File: src/rtl/pc_pkg.sv
// Shared definitions for the program-counter unit: the per-cycle operation
// encoding and the priority decode that picks exactly one operation per edge.
package pc_pkg;

  localparam logic [2:0] PC_OP_HOLD = 3'd0;
  localparam logic [2:0] PC_OP_INC  = 3'd1;
  localparam logic [2:0] PC_OP_BR   = 3'd2;
  localparam logic [2:0] PC_OP_LOAD = 3'd3;
  localparam logic [2:0] PC_OP_CALL = 3'd4;
  localparam logic [2:0] PC_OP_RET  = 3'd5;

  // Stall > Ret > Call > Load > BranchEn > IncrPc > hold. Reset is handled
  // by the registers themselves and never reaches this decode.
  function automatic logic [2:0] pc_decode(input logic stall,
                                           input logic ret,
                                           input logic call,
                                           input logic load,
                                           input logic br,
                                           input logic inc);
    if (stall)     return PC_OP_HOLD;
    else if (ret)  return PC_OP_RET;
    else if (call) return PC_OP_CALL;
    else if (load) return PC_OP_LOAD;
    else if (br)   return PC_OP_BR;
    else if (inc)  return PC_OP_INC;
    else           return PC_OP_HOLD;
  endfunction

endpackage

File: src/rtl/ret_stack.sv
// Circular return-address stack. A push while full overwrites the oldest
// entry and keeps the count saturated at STACK_DEPTH; a pop while empty is
// ignored. Dout always presents the current top entry.
module ret_stack #(
  parameter int WIDTH       = 16,
  parameter int STACK_DEPTH = 4
) (
  input  logic             Clock,
  input  logic             Resetn,
  input  logic             Push,
  input  logic             Pop,
  input  logic [WIDTH-1:0] Din,
  output logic [WIDTH-1:0] Dout,
  output logic             Empty,
  output logic             Full
);

  localparam int PW = $clog2(STACK_DEPTH);
  localparam int CW = PW + 1;

  logic [WIDTH-1:0] r_mem [STACK_DEPTH];
  logic [PW-1:0]    r_top;    // next free slot; wraps modulo STACK_DEPTH
  logic [CW-1:0]    r_count;  // valid entries, 0..STACK_DEPTH
  logic [PW-1:0]    w_top_m1;

  assign w_top_m1 = r_top - 1'b1;
  assign Dout     = r_mem[w_top_m1];
  assign Empty    = (r_count == '0);
  assign Full     = (r_count == CW'(STACK_DEPTH));

  // Pointer and count: move on push/pop, cleared by reset.
  always_ff @(posedge Clock) begin
    // NOTE: sequential state uses non-blocking assignments so every register
    // samples pre-edge values regardless of statement order.
    if (!Resetn) begin
      r_top   <= '0;
      r_count <= '0;
    end else if (Push) begin
      r_top <= r_top + 1'b1;
      if (!Full) r_count <= r_count + 1'b1;
    end else if (Pop && !Empty) begin
      r_top   <= w_top_m1;
      r_count <= r_count - 1'b1;
    end
  end

  // Entry storage: written on push only.
  // NOTE: the array is deliberately not reset; contents are meaningless while
  // the count says empty, and leaving it unreset lets it map onto plain RAM.
  always_ff @(posedge Clock) begin
    if (Push) r_mem[r_top] <= Din;
  end

endmodule

File: src/rtl/pc_unit.sv
// Program counter with increment, relative branch, absolute load and a
// hardware return-address stack for call/return. One action per edge,
// chosen by priority; every result is registered onto Q.
// Build option: define PC_SAT_EN to make increment, branch and the pushed
// return address saturate instead of wrapping modulo 2^WIDTH.
module pc_unit
  import pc_pkg::*;
#(
  parameter int               WIDTH       = 16,
  parameter int               STACK_DEPTH = 4,
  parameter logic [WIDTH-1:0] RESET_VEC   = '0
) (
  input  logic             Clock,
  input  logic             Resetn,
  input  logic             Stall,
  input  logic             IncrPc,
  input  logic             Load,
  input  logic [WIDTH-1:0] R,
  input  logic             BranchEn,
  input  logic [WIDTH-1:0] Offset,
  input  logic             Call,
  input  logic             Ret,
  output logic [WIDTH-1:0] Q,
  output logic             StackEmpty,
  output logic             StackFull,
  output logic             Overflow,
  output logic             Underflow
);

  logic [WIDTH-1:0] r_q;
  logic             r_overflow;
  logic             r_underflow;
  logic [2:0]       w_op;
  logic [WIDTH-1:0] w_q_inc;
  logic [WIDTH-1:0] w_q_br;
  logic [WIDTH-1:0] w_q_next;
  logic [WIDTH-1:0] w_stack_top;
  logic             w_empty;
  logic             w_full;

  assign w_op = pc_decode(Stall, Ret, Call, Load, BranchEn, IncrPc);

`ifdef PC_SAT_EN
  logic             w_br_carry;
  logic [WIDTH-1:0] w_br_sum;
  assign {w_br_carry, w_br_sum} = {1'b0, r_q} + {1'b0, Offset};
  assign w_q_inc = (&r_q) ? r_q : r_q + 1'b1;

  // Clamp the branch: a negative displacement without carry went below 0,
  // a positive one with carry went past all-ones.
  always_comb begin
    w_q_br = w_br_sum;
    if (Offset[WIDTH-1] && !w_br_carry)      w_q_br = '0;
    else if (!Offset[WIDTH-1] && w_br_carry) w_q_br = '1;
  end
`else
  assign w_q_inc = r_q + 1'b1;
  assign w_q_br  = r_q + Offset;
`endif

  ret_stack #(
    .WIDTH       (WIDTH),
    .STACK_DEPTH (STACK_DEPTH)
  ) u_ret_stack (
    .Clock  (Clock),
    .Resetn (Resetn),
    .Push   (w_op == PC_OP_CALL),
    .Pop    (w_op == PC_OP_RET),
    .Din    (w_q_inc),
    .Dout   (w_stack_top),
    .Empty  (w_empty),
    .Full   (w_full)
  );

  // Next PC for the selected operation; an empty Ret leaves Q in place.
  always_comb begin
    // NOTE: default assigned first so every path drives w_q_next and no
    // latch is inferred.
    w_q_next = r_q;
    case (w_op)
      PC_OP_INC:  w_q_next = w_q_inc;
      PC_OP_BR:   w_q_next = w_q_br;
      PC_OP_LOAD: w_q_next = R;
      PC_OP_CALL: w_q_next = R;
      PC_OP_RET:  if (!w_empty) w_q_next = w_stack_top;
      default:    w_q_next = r_q;
    endcase
  end

  // PC register and sticky stack-error flags; only reset clears the flags.
  always_ff @(posedge Clock) begin
    if (!Resetn) begin
      r_q         <= RESET_VEC;
      r_overflow  <= 1'b0;
      r_underflow <= 1'b0;
    end else begin
      r_q <= w_q_next;
      if (w_op == PC_OP_CALL && w_full)  r_overflow  <= 1'b1;
      if (w_op == PC_OP_RET  && w_empty) r_underflow <= 1'b1;
    end
  end

  assign Q          = r_q;
  assign StackEmpty = w_empty;
  assign StackFull  = w_full;
  assign Overflow   = r_overflow;
  assign Underflow  = r_underflow;

endmodule

File: config.mk
export PLATFORM = sky130hd
export DESIGN_NAME = pc_unit
export DESIGN_NICKNAME = d
export VERILOG_FILES = /design/src/rtl/pc_pkg.sv /design/src/rtl/ret_stack.sv /design/src/rtl/pc_unit.sv
export SDC_FILE = /design/constraint.sdc
export NUM_CORES = 1
export LEC_CHECK = 0
export ABC_AREA = 1
export BUFFER_PORTS_ARGS = -buffer_cell sky130_fd_sc_hd__buf_2
export CAP_MARGIN = 15
export CORE_UTILIZATION = 55
export CTS_CLUSTER_SIZE = 20
export DETAILED_ROUTE_END_ITERATION = 8
export PLACE_DENSITY = 0.75
export SYNTH_ARGS = -nofsm -noshare
export SYNTH_HDL_FRONTEND = slang
export SYNTH_SLANG_ARGS = --single-unit
File: constraint.sdc
create_clock -name Clock -period 2.55 [get_ports Clock]
set_input_delay 0.255 -clock Clock [delete_from_list [all_inputs] [get_ports Clock]]
set_output_delay 0.255 -clock Clock [all_outputs]
set_load 0.01 [all_outputs]
==> impl_metrics.tcl <==
set metrics [dict create \
    crit_chain "ha_1 > fa_1 > nand2_1 > nand2_1 > nand2_1 > inv_1 > or2_2 > nand3_1 > nand4_1 > nand2_1 > a21oi_1" \
    status "complete, no violations" \
    finalNonFillerCells 874 \
    crit_path_start "Q[0]" \
    setup_slack_ns 0.441 \
    r2r-end "Q[4]" \
    startpoint_type "flip-flop" \
    required_ns 2.77 \
    crit_family "simple AND/OR/NAND/NOR gates" \
    combPwrFrac_pct 25.0 \
    cts_buffers 9 \
    cp_num_cells 11 \
    yosysSeqAreaShare_pct 44.8 \
    vias 4677 \
    cts_tree "done" \
    cts-root-buf "clkbuf_8" \
    slowest_stage "dfxtp_1" \
    cp_data_arrival_time_ns 2.33 \
    cts.sinks 87 \
    path_buf_inv 1 \
    cp-end-kind "flip-flop" \
    dp.cells 858 \
    yosys.area_share.simple_pct 32.0 \
    path_max_fanout 8 \
    antenna_found_initial 0 \
    viasPerCell 5.35 \
    grt_pass1_vias 4473 \
    tightest_slew_ns 0.622 \
    max_freq_ghz 0.474 \
    diodes 0 \
    fin_crit_ns 2.11 \
    clockPowerShare_pct 28.4 \
    synth_warnings 0 \
    postCtsSetupBuffers 0 \
    finalSetupViolCount 0 \
    nNetsFinal 802 \
    synth_seq_cells 87 \
    r2r_setup_slack_ns 0.44 \
    die_h_um 100 \
    synthAdderAreaFrac_pct 5.46 \
    htree_levels 3 \
    firstDrtPassIters 5 \
    synth_top_family_by_area "simple AND/OR/NAND/NOR gates" \
    clk_path_buf_depth 2 \
    intPower_mw 2.42 \
    initial_core_util_pct 57.2 \
    netlist_area_um2 5310 \
    fp.coreArea_um2 9280 \
    rsz0062_at_grt "false" \
    synth_xor_area_share_pct 2.47 \
    routedWlPerCell_um 14.9 \
    whs_ns 0.258 \
    finalHoldViolations 0 \
    power.switching_mw 1.15 \
    synthCells 679 \
    ir_drop_v 0.000264 \
    fp-row-count 35 \
    fp.dieArea_um2 10100 \
    clock-skew-final_ns 0.0122 \
    syn_nets 741 \
    syn_to_final_growth_pct 11.7 \
    hp-class "in -> reg" \
    grt-ovfl-total 0 \
    p_sw_share_pct 32.3 \
    cts_resized 0 \
    cap_violations 0 \
    drt-initial-drc-count 395 \
    cts.clk_slew.worst_paths_ns 0.09 \
    ant_nets 0 \
    power_density_nw_per_um2 603 \
    hold_buffers 0 \
    period_share_pct 82.7 \
    critPathKind "reg -> reg" \
    place.gp.congestion 0.948 \
    slowest_delay_ns 0.40 \
    endpoint "Q[4]" \
    drv_slew 0 \
    cellLeakagePower_nw 2.72 \
    die_x_um 100 \
    place_ws_ns 0.470 \
    setup_tns_ns 0 \
    p_seq_share_pct 46.5 \
    wl_mm 13.0 \
    drive_gt1_share_pct 16.4 \
    io_buffers 59 \
    synth.mux.area_fraction_pct 0 \
    r2r_cells 11 \
    relSlewSlack_pct 58.5 \
    synth_compound_area_share_pct 6.15 \
    synth.avg_cell_area_um2 7.82 \
    ys_types 35 \
    place.detailed.hpwl_mm 9.53 \
    drc 0 \
    grt_pass1_wl_mm 21.2 \
    io_pins 60 \
    rr_startpoint "Q[0]" \
    track_usage_pct 27.5 \
    grt_start_max_net_pins 37 \
    clkLatencyLatePin_ns 0.35 \
    critPathMostFrequentCell "nand2_1" \
]
metal layers:
metal,share of wire (%),vias to the layer above,GRT usage (%)
met5,0,-,0
met1,44,2128,36.8
met2,48,189,45.9
li1,-,2336,-
met3,6.4,24,2.92
met4,2.3,0,11.1
final cells by class:
cell class | instances | area (µm²)
fill | 816 | 3350
multi-input combinational | 479 | 2450
sequential | 87 | 2380
timing repair buffer | 70 | 378
inverter | 93 | 349
tap | 129 | 161
clock buffer | 11 | 151
clock inverter | 5 | 62.6
state kept, by name, summed over array words and instances (netlist names):
signal and count:
Q 16, Overflow 1, u_ret_stack.r_top 2, Underflow 1, u_ret_stack.r_mem 64, u_ret_stack.r_count 3
cells in the final DEF, fill, tap and decap left out, drive strengths merged:
cell type    n
nor2        55
nand2      214
buf         70
o211ai       1
nand3       91
bufinv       1
o21ai       19
clkinv       1
a21oi       32
xor2         9
inv         94
edfxtp      64
clkinvlp     2
ha          20
fa           2
dfxtp       23
clkbuf      11
nor3         5
a211oi       2
xnor2        6
nand3b       5
o22ai        4
or2          3
nand4       10
o21bai       1
synth_stat cells (all sizes together):
library cell / instances / area share [%]
a211oi: 2 / 0.28
a21oi: 32 / 3.2
buf: 20 / 2.5
clkinv: 1 / 0.071
dfxtp: 23 / 8.7
edfxtp: 64 / 36
fa: 2 / 0.75
ha: 20 / 4.7
inv: 92 / 6.5
nand2: 214 / 16
nand3: 91 / 8.9
nand3b: 5 / 0.71
nand4: 10 / 1.2
nor2: 55 / 4.7
nor3: 5 / 0.57
o211ai: 1 / 0.24
o21ai: 19 / 1.9
o21bai: 1 / 0.14
o22ai: 4 / 0.47
or2: 3 / 0.35
xnor2: 6 / 0.99
xor2: 9 / 1.5
worst register-to-register path: cells and delay by family (launching register included):
kind / cells / cell delay, ns
flip-flops: 1 / 0.40
AND/OR/NAND/NOR: 7 / 0.77
AO/OA/AOI/OAI: 1 / 0.06
adder cells (fa/ha/maj): 2 / 0.68
buffers and inverters: 1 / 0.07
worst min-delay path by stage:
stage / start / to / slack [ns] / cells after the start
global route: Resetn / Q[0] / 0.27 / 3
floorplan: Resetn / u_ret_stack.r_count[2] / 0.39 / 2
CTS: Resetn / Q[0] / 0.25 / 3
global placement: Overflow / Overflow / 0.45 / 2
finish: Resetn / Q[1] / 0.26 / 3
detailed placement: Overflow / Overflow / 0.45 / 2
cells by family (layout without fill, tap and decap cells):
kind of cell / count (synthesis) / count (layout)
AOI/OAI and AO/OA: 59 / 59
and+or+nand+nor: 383 / 383
DFF: 87 / 87
buffers and inverters: 113 / 179
xor gates and xnor gates: 15 / 15
adders and majority gates: 22 / 22
through the flow:
stage,power (mW),util [%],cell area [µm²]
floorplan,2.34,-,5310
finish,3.58,63.9,5930
global route,3.76,63.9,5930
detailed placement,2.58,61.6,5720
global placement,2.56,61.6,5720
CTS,3.58,63.9,5930
power groups by stage:
stage                     combinational, mW  clock [mW]  sequential (mW)
after floorplan                       0.640           0             1.70
after global placement                0.866           0             1.69
after detailed placement              0.889           0             1.70
after CTS                             0.892        1.02             1.66
after global routing                   1.02        1.07             1.67
final                                 0.895        1.02             1.66
Note: power is estimated with default switching activity, not from simulation.
